--- src/rtl/serializer_pkg.sv ---
// Shared state encoding and width helper for the bit serializer.
package serializer_pkg;

    localparam logic [1:0] ST_IDLE  = 2'd0;
    localparam logic [1:0] ST_SHIFT = 2'd1;
    localparam logic [1:0] ST_PAR   = 2'd2;

    typedef enum logic [1:0] {
        IDLE  = ST_IDLE,
        SHIFT = ST_SHIFT,
        PAR   = ST_PAR
    } state_t;

    // ceil(log2(v)), never below 1 so counters always have at least one bit
    function automatic int CLOG2(input int v);
        int r;
        r = 0;
        for (int i = 0; i < 32; i++)
            if ((longint'(1) << i) < longint'(v))
                r = i + 1;
        return (r < 1) ? 1 : r;
    endfunction

endpackage

--- src/rtl/tick_prescaler.sv ---
// Bit-period prescaler: tick is a registered strobe that is high during the
// last clk of every DIV-cycle period while counting is enabled.
module tick_prescaler
    import serializer_pkg::*;
#(
    parameter int DIV = 4
) (
    input  logic clk,
    input  logic rst,
    input  logic clr,
    input  logic en,
    output logic tick
);

    localparam int W = CLOG2(DIV);
    localparam logic [W-1:0] TOP = W'(DIV - 1);

    logic [W-1:0] cnt;
    logic [W-1:0] cnt_n;

    always_comb begin
        cnt_n = (cnt == TOP) ? '0 : cnt + W'(1);
    end

    // tick is computed from the count value of the coming cycle so it lines up
    // with that cycle without a combinational output path
    always_ff @(posedge clk or posedge rst) begin
        if (rst) begin
            cnt  <= '0;
            tick <= 1'b0;
        end else if (clr) begin
            cnt  <= '0;
            tick <= (TOP == '0);
        end else if (en) begin
            cnt  <= cnt_n;
            tick <= (cnt_n == TOP);
        end else begin
            cnt  <= '0;
            tick <= 1'b0;
        end
    end

endmodule

--- src/rtl/bit_serializer.sv ---
// Parallel-load serializer: shifts a word out on x, one bit per DIV clks.
// Define SERIALIZER_PARITY_EN to append an even-parity bit after the data.
module bit_serializer
    import serializer_pkg::*;
#(
    parameter int WIDTH     = 8,
    parameter int DIV       = 50_000_000,
    parameter int MSB_FIRST = 1
) (
    input  logic             clk,
    input  logic             rst,
    input  logic             load,
    input  logic [WIDTH-1:0] din,
    output logic             ready,
    output logic             x,
    output logic             step,
    output logic             busy
);

    localparam int CW = CLOG2(WIDTH + 1);

    state_t           st, st_n;
    logic [WIDTH-1:0] sr, sr_n, sr_sh;
    logic [CW-1:0]    cnt, cnt_n;
    logic             x_n, ready_n, busy_n;
    logic             last;
    logic             presc_clr, presc_en;
`ifdef SERIALIZER_PARITY_EN
    logic             par, par_n;
`endif

    assign sr_sh = (MSB_FIRST != 0) ? (sr << 1) : (sr >> 1);
    assign last  = (cnt == CW'(WIDTH - 1));

    always_comb begin
        st_n    = st;
        sr_n    = sr;
        cnt_n   = cnt;
        x_n     = x;
        ready_n = ready;
        busy_n  = busy;
`ifdef SERIALIZER_PARITY_EN
        par_n   = par;
`endif
        case (st)
            IDLE: begin
                if (load) begin
                    st_n    = SHIFT;
                    sr_n    = din;
                    cnt_n   = '0;
                    x_n     = (MSB_FIRST != 0) ? din[WIDTH-1] : din[0];
                    ready_n = 1'b0;
                    busy_n  = 1'b1;
`ifdef SERIALIZER_PARITY_EN
                    par_n   = ^din;
`endif
                end
            end
            SHIFT: begin
                if (step) begin
                    if (last) begin
`ifdef SERIALIZER_PARITY_EN
                        st_n    = PAR;
                        x_n     = par;
`else
                        st_n    = IDLE;
                        x_n     = 1'b1;
                        ready_n = 1'b1;
                        busy_n  = 1'b0;
`endif
                    end else begin
                        cnt_n = cnt + CW'(1);
                        sr_n  = sr_sh;
                        x_n   = (MSB_FIRST != 0) ? sr_sh[WIDTH-1] : sr_sh[0];
                    end
                end
            end
`ifdef SERIALIZER_PARITY_EN
            PAR: begin
                if (step) begin
                    st_n    = IDLE;
                    x_n     = 1'b1;
                    ready_n = 1'b1;
                    busy_n  = 1'b0;
                end
            end
`endif
            default: begin
                st_n    = IDLE;
                x_n     = 1'b1;
                ready_n = 1'b1;
                busy_n  = 1'b0;
            end
        endcase
    end

    always_ff @(posedge clk or posedge rst) begin
        if (rst) begin
            st    <= IDLE;
            sr    <= '0;
            cnt   <= '0;
            x     <= 1'b1;
            ready <= 1'b1;
            busy  <= 1'b0;
`ifdef SERIALIZER_PARITY_EN
            par   <= 1'b0;
`endif
        end else begin
            st    <= st_n;
            sr    <= sr_n;
            cnt   <= cnt_n;
            x     <= x_n;
            ready <= ready_n;
            busy  <= busy_n;
`ifdef SERIALIZER_PARITY_EN
            par   <= par_n;
`endif
        end
    end

    // Prescaler restarts on an accepted load and stops on the final step
    assign presc_clr = (st == IDLE) && load;
    assign presc_en  = (st != IDLE) && (st_n != IDLE);

    tick_prescaler #(.DIV(DIV)) u_presc (
        .clk  (clk),
        .rst  (rst),
        .clr  (presc_clr),
        .en   (presc_en),
        .tick (step)
    );

endmodule

--- config.mk ---
export PLATFORM = sky130hd
export DESIGN_NAME = bit_serializer
export DESIGN_NICKNAME = d
export VERILOG_FILES = /design/src/rtl/serializer_pkg.sv /design/src/rtl/tick_prescaler.sv /design/src/rtl/bit_serializer.sv
export SDC_FILE = /design/constraint.sdc
export NUM_CORES = 1
export LEC_CHECK = 0
export CAP_MARGIN = 25
export CORE_ASPECT_RATIO = 1.5
export CORE_UTILIZATION = 35
export DETAILED_ROUTE_END_ITERATION = 10
export PLACE_DENSITY_LB_ADDON = 0.05
export SYNTH_ARGS = -nofsm -noshare
export SYNTH_HDL_FRONTEND = slang
export SYNTH_SLANG_ARGS = --single-unit
--- constraint.sdc ---
create_clock -name clk -period 4.18 [get_ports clk]
set_input_delay 0.418 -clock clk [delete_from_list [all_inputs] [get_ports clk]]
set_output_delay 0.418 -clock clk [all_outputs]
set_load 0.02 [all_outputs]
==> results.ini <==
[drt]
num_vias=1822
drtPass1Iterations=4
wire_per_inst_um=16.3
drt_iter0_markers=74
ant_nets=0
finalWirelength_um=5550
avgViaCountPerCell=5.36
drc=0

[hold_path]
hp-class=register to register
min_from=ready$_DFFE_PP1P_
holdPathEnd=ready$_DFFE_PP1P_
whs_path_depth=2

[synthesis]
async_reset_ff_share_pct=100
synthXorXnorAreaFrac_pct=8.02
syn_inst=252
syn_area_um2=2400
yosysMostFrequentCell=dfrtp_1
synth-simple-area-share_pct=29.5
ys_seq_area_share_pct=44.9
synth_common_cells=41 x dfrtp_1, 39 x nor2_1, 31 x nand2_1, 13 x xnor2_1, 10 x inv_1
synth_edf_count=0
synth_area_per_cell_um2=9.53
synth_seq_cells=43
ys.flop_type=dfrtp_1
yosysTopAreaCellShare_pct=42.7
syn_nets=265
synth-adder-area-share_pct=1.04
yosysWarnings=0
yosysTopAreaCell=dfrtp_1
synthMuxAreaShare_pct=1.35
synth_top_family_by_area=simple AND/OR/NAND/NOR gates
synth_compound_area_share_pct=11.1
ys_types=62
synth_area_leaders=dfrtp_1 43%, nor2_1 6.1%, nand2_1 4.8%

[clock_tree]
clk_pin_slew_ps=90
cts_made_buffers=5
cts_tree=yes
cts_hold_buf=0
clk_latency_ps=300
cts_root_buf=clkbuf_8
cts-resized-gates=0
cts_buffer_depth=2
post_cts_buffers=0
htree_levels=2
cts_sinks=43

[sta]
hold_viol_final=0
post-route-period-util_pct=58.4
setup_viol=0
clock.fmax_ghz=0.409
finalSetupTns_ps=0
skew_ps=9.55
relSlewSlack_pct=39.4
whs_ps=463
tightestPinTransition_ps=908
fin_crit_ps=2440
rsz0062_at_grt=no
maxSlewViolCount=0

[worst_setup_path]
critical_path_class=register to register
cp.required_ps=4360
critPathLaunchType=register
cp_slowest_stage_delay_ps=740
critPathSlowestCell=a41o_1
critPathCaptureType=register
cp_max_fo=22
ff2ff_setup_slack_ps=1740
r2r-start=u_presc.cnt[10]$_DFF_PP0_
worstPathArrival_ps=2630
crit_path_cell_trace=or4_1, nor4_1, a41o_1, o21bai_1, nor4_2
r2r_end=u_presc.tick$_DFF_PP0_
rr_worst_depth=5

[cells_and_area]
syn2layout_area_growth_pct=11.3
instances_no_fill=340
fillers=688
finish.utilization_pct=40.7
drive_above_1_share_pct=10.2
antenna_cells=0
final_cell_area_um2=2670
nets=276

[placed_design]
portBuffers=14
dp_hpwl_um=4060
place_inst=332
postPlaceCellArea_um2=2580
gp_congestion=0.833

[global_routing]
grt_pass1_vias=1812
grt.overflow.total=0
grt_pass1_wl_um=9410
grt_max_degree=44
antenna_found_initial=0
grtUsageTotal_pct=17.1

[power]
peakVddDrop_v=0.000137
p_leak_uw=0.00110
p_per_area_nw_per_um2=309

[floorplanning]
num_rows=36
core_area_um2=6580
dieHeight_um=103
die-area_um2=7210
num_io_pins=15
die_w_um=69.6
initial_utilization_pct=36.5

[status]
status=finished, final reports clean

[flow_run]
max-cap-violations=0

## metrics by stage
| stage | setup WS [ps] | total power (uW) |
|---|---|---|
| after global placement | 1740 | 557 |
| after CTS | 1700 | 843 |
| after detailed placement | 1700 | 557 |
| after global routing | 1490 | 876 |
| final | 1740 | 828 |
| after floorplan | 2280 | 524 |
## routing by layer
metal  wire length (um)  GRT usage, %  up-vias
li1                   -             -      899
met4                193          7.85        0
met1               2220          18.4      885
met3                142          2.81       12
met5                  0             0        -
met2               2990          32.6       26
## cell usage in the layout (no fill, tap or decap), types with 2 or more instances in the layout
master,n
a21oi_1,2
or3_1,3
nor4_2,2
and4_1,2
and3_1,3
clkbuf_8,6
ha_1,2
xor2_1,9
mux2_2,2
nor2_1,39
dfstp_2,2
nor2b_1,4
nand4_2,2
and2_1,2
nor3_1,5
nor4_4,2
nor4_1,4
a211o_1,2
nand4b_1,2
nand2_1,31
a22o_1,3
inv_1,9
o21ai_0,5
dfrtp_1,41
a31oi_1,7
nand3_1,7
clkdlybuf4s50_1,14
xnor2_1,13
nand4_1,5
## flip-flops by register name, indices dropped and copies added, names as in the netlist
| register | cells |
|---|---|
| st | 2 |
| cnt | 4 |
| u_presc.tick | 1 |
| u_presc.cnt | 26 |
| sr | 7 |
| ready | 1 |
| x | 1 |
| busy | 1 |
## cells by family (layout without fill, tap and decap cells)
| family | after synthesis | count (layout) |
|---|---|---|
| AO/OA/AOI/OAI | 35 | 35 |
| multiplexers | 3 | 3 |
| flip-flops | 43 | 43 |
| XOR/XNOR | 22 | 22 |
| buffers and inverters | 20 | 32 |
| other | 1 | 1 |
| AND/OR/NAND/NOR | 126 | 126 |
| adder cells (fa/ha/maj) | 2 | 2 |
## worst max path at each step
stage / startpoint / endpoint / slack [ps] / depth (start not counted)
after global placement: u_presc.cnt[10]$_DFF_PP0_ / u_presc.tick$_DFF_PP0_ / 1740 / 5
after floorplan: cnt[0]$_DFFE_PP0P_ / u_presc.tick$_DFF_PP0_ / 2280 / 7
after CTS: u_presc.cnt[10]$_DFF_PP0_ / u_presc.tick$_DFF_PP0_ / 1700 / 5
after detailed placement: u_presc.cnt[10]$_DFF_PP0_ / u_presc.tick$_DFF_PP0_ / 1700 / 5
after global routing: u_presc.cnt[0]$_DFF_PP0_ / u_presc.cnt[22]$_DFF_PP0_ / 1490 / 6
final: u_presc.cnt[10]$_DFF_PP0_ / u_presc.tick$_DFF_PP0_ / 1740 / 5
## critical path: cells and delay by family (launching register included)
family,cells,cell delay (ps)
AND/OR/NAND/NOR,3,860
flip-flops,1,480
AO/OA/AOI/OAI,2,990
## cell type report
class	instances	area, um^2	area share [%]
multi-input cells	189	1230	46.0
flip-flops and latches	43	1080	40.3
repair buffers	14	140	5.24
well taps	76	95.1	3.56
clock buffers	7	86.3	3.23
inverters	10	37.5	1.40
clock inverters	1	5.00	0.187
## where the power goes
| group | switching (uW) | internal, uW |
|---|---|---|
| Clock | 148 | 134 |
| Combinational | 46.0 | 38.7 |
| Sequential | 19.6 | 442 |
| Total | 213 | 614 |
Power figures use the tool's default switching activity.
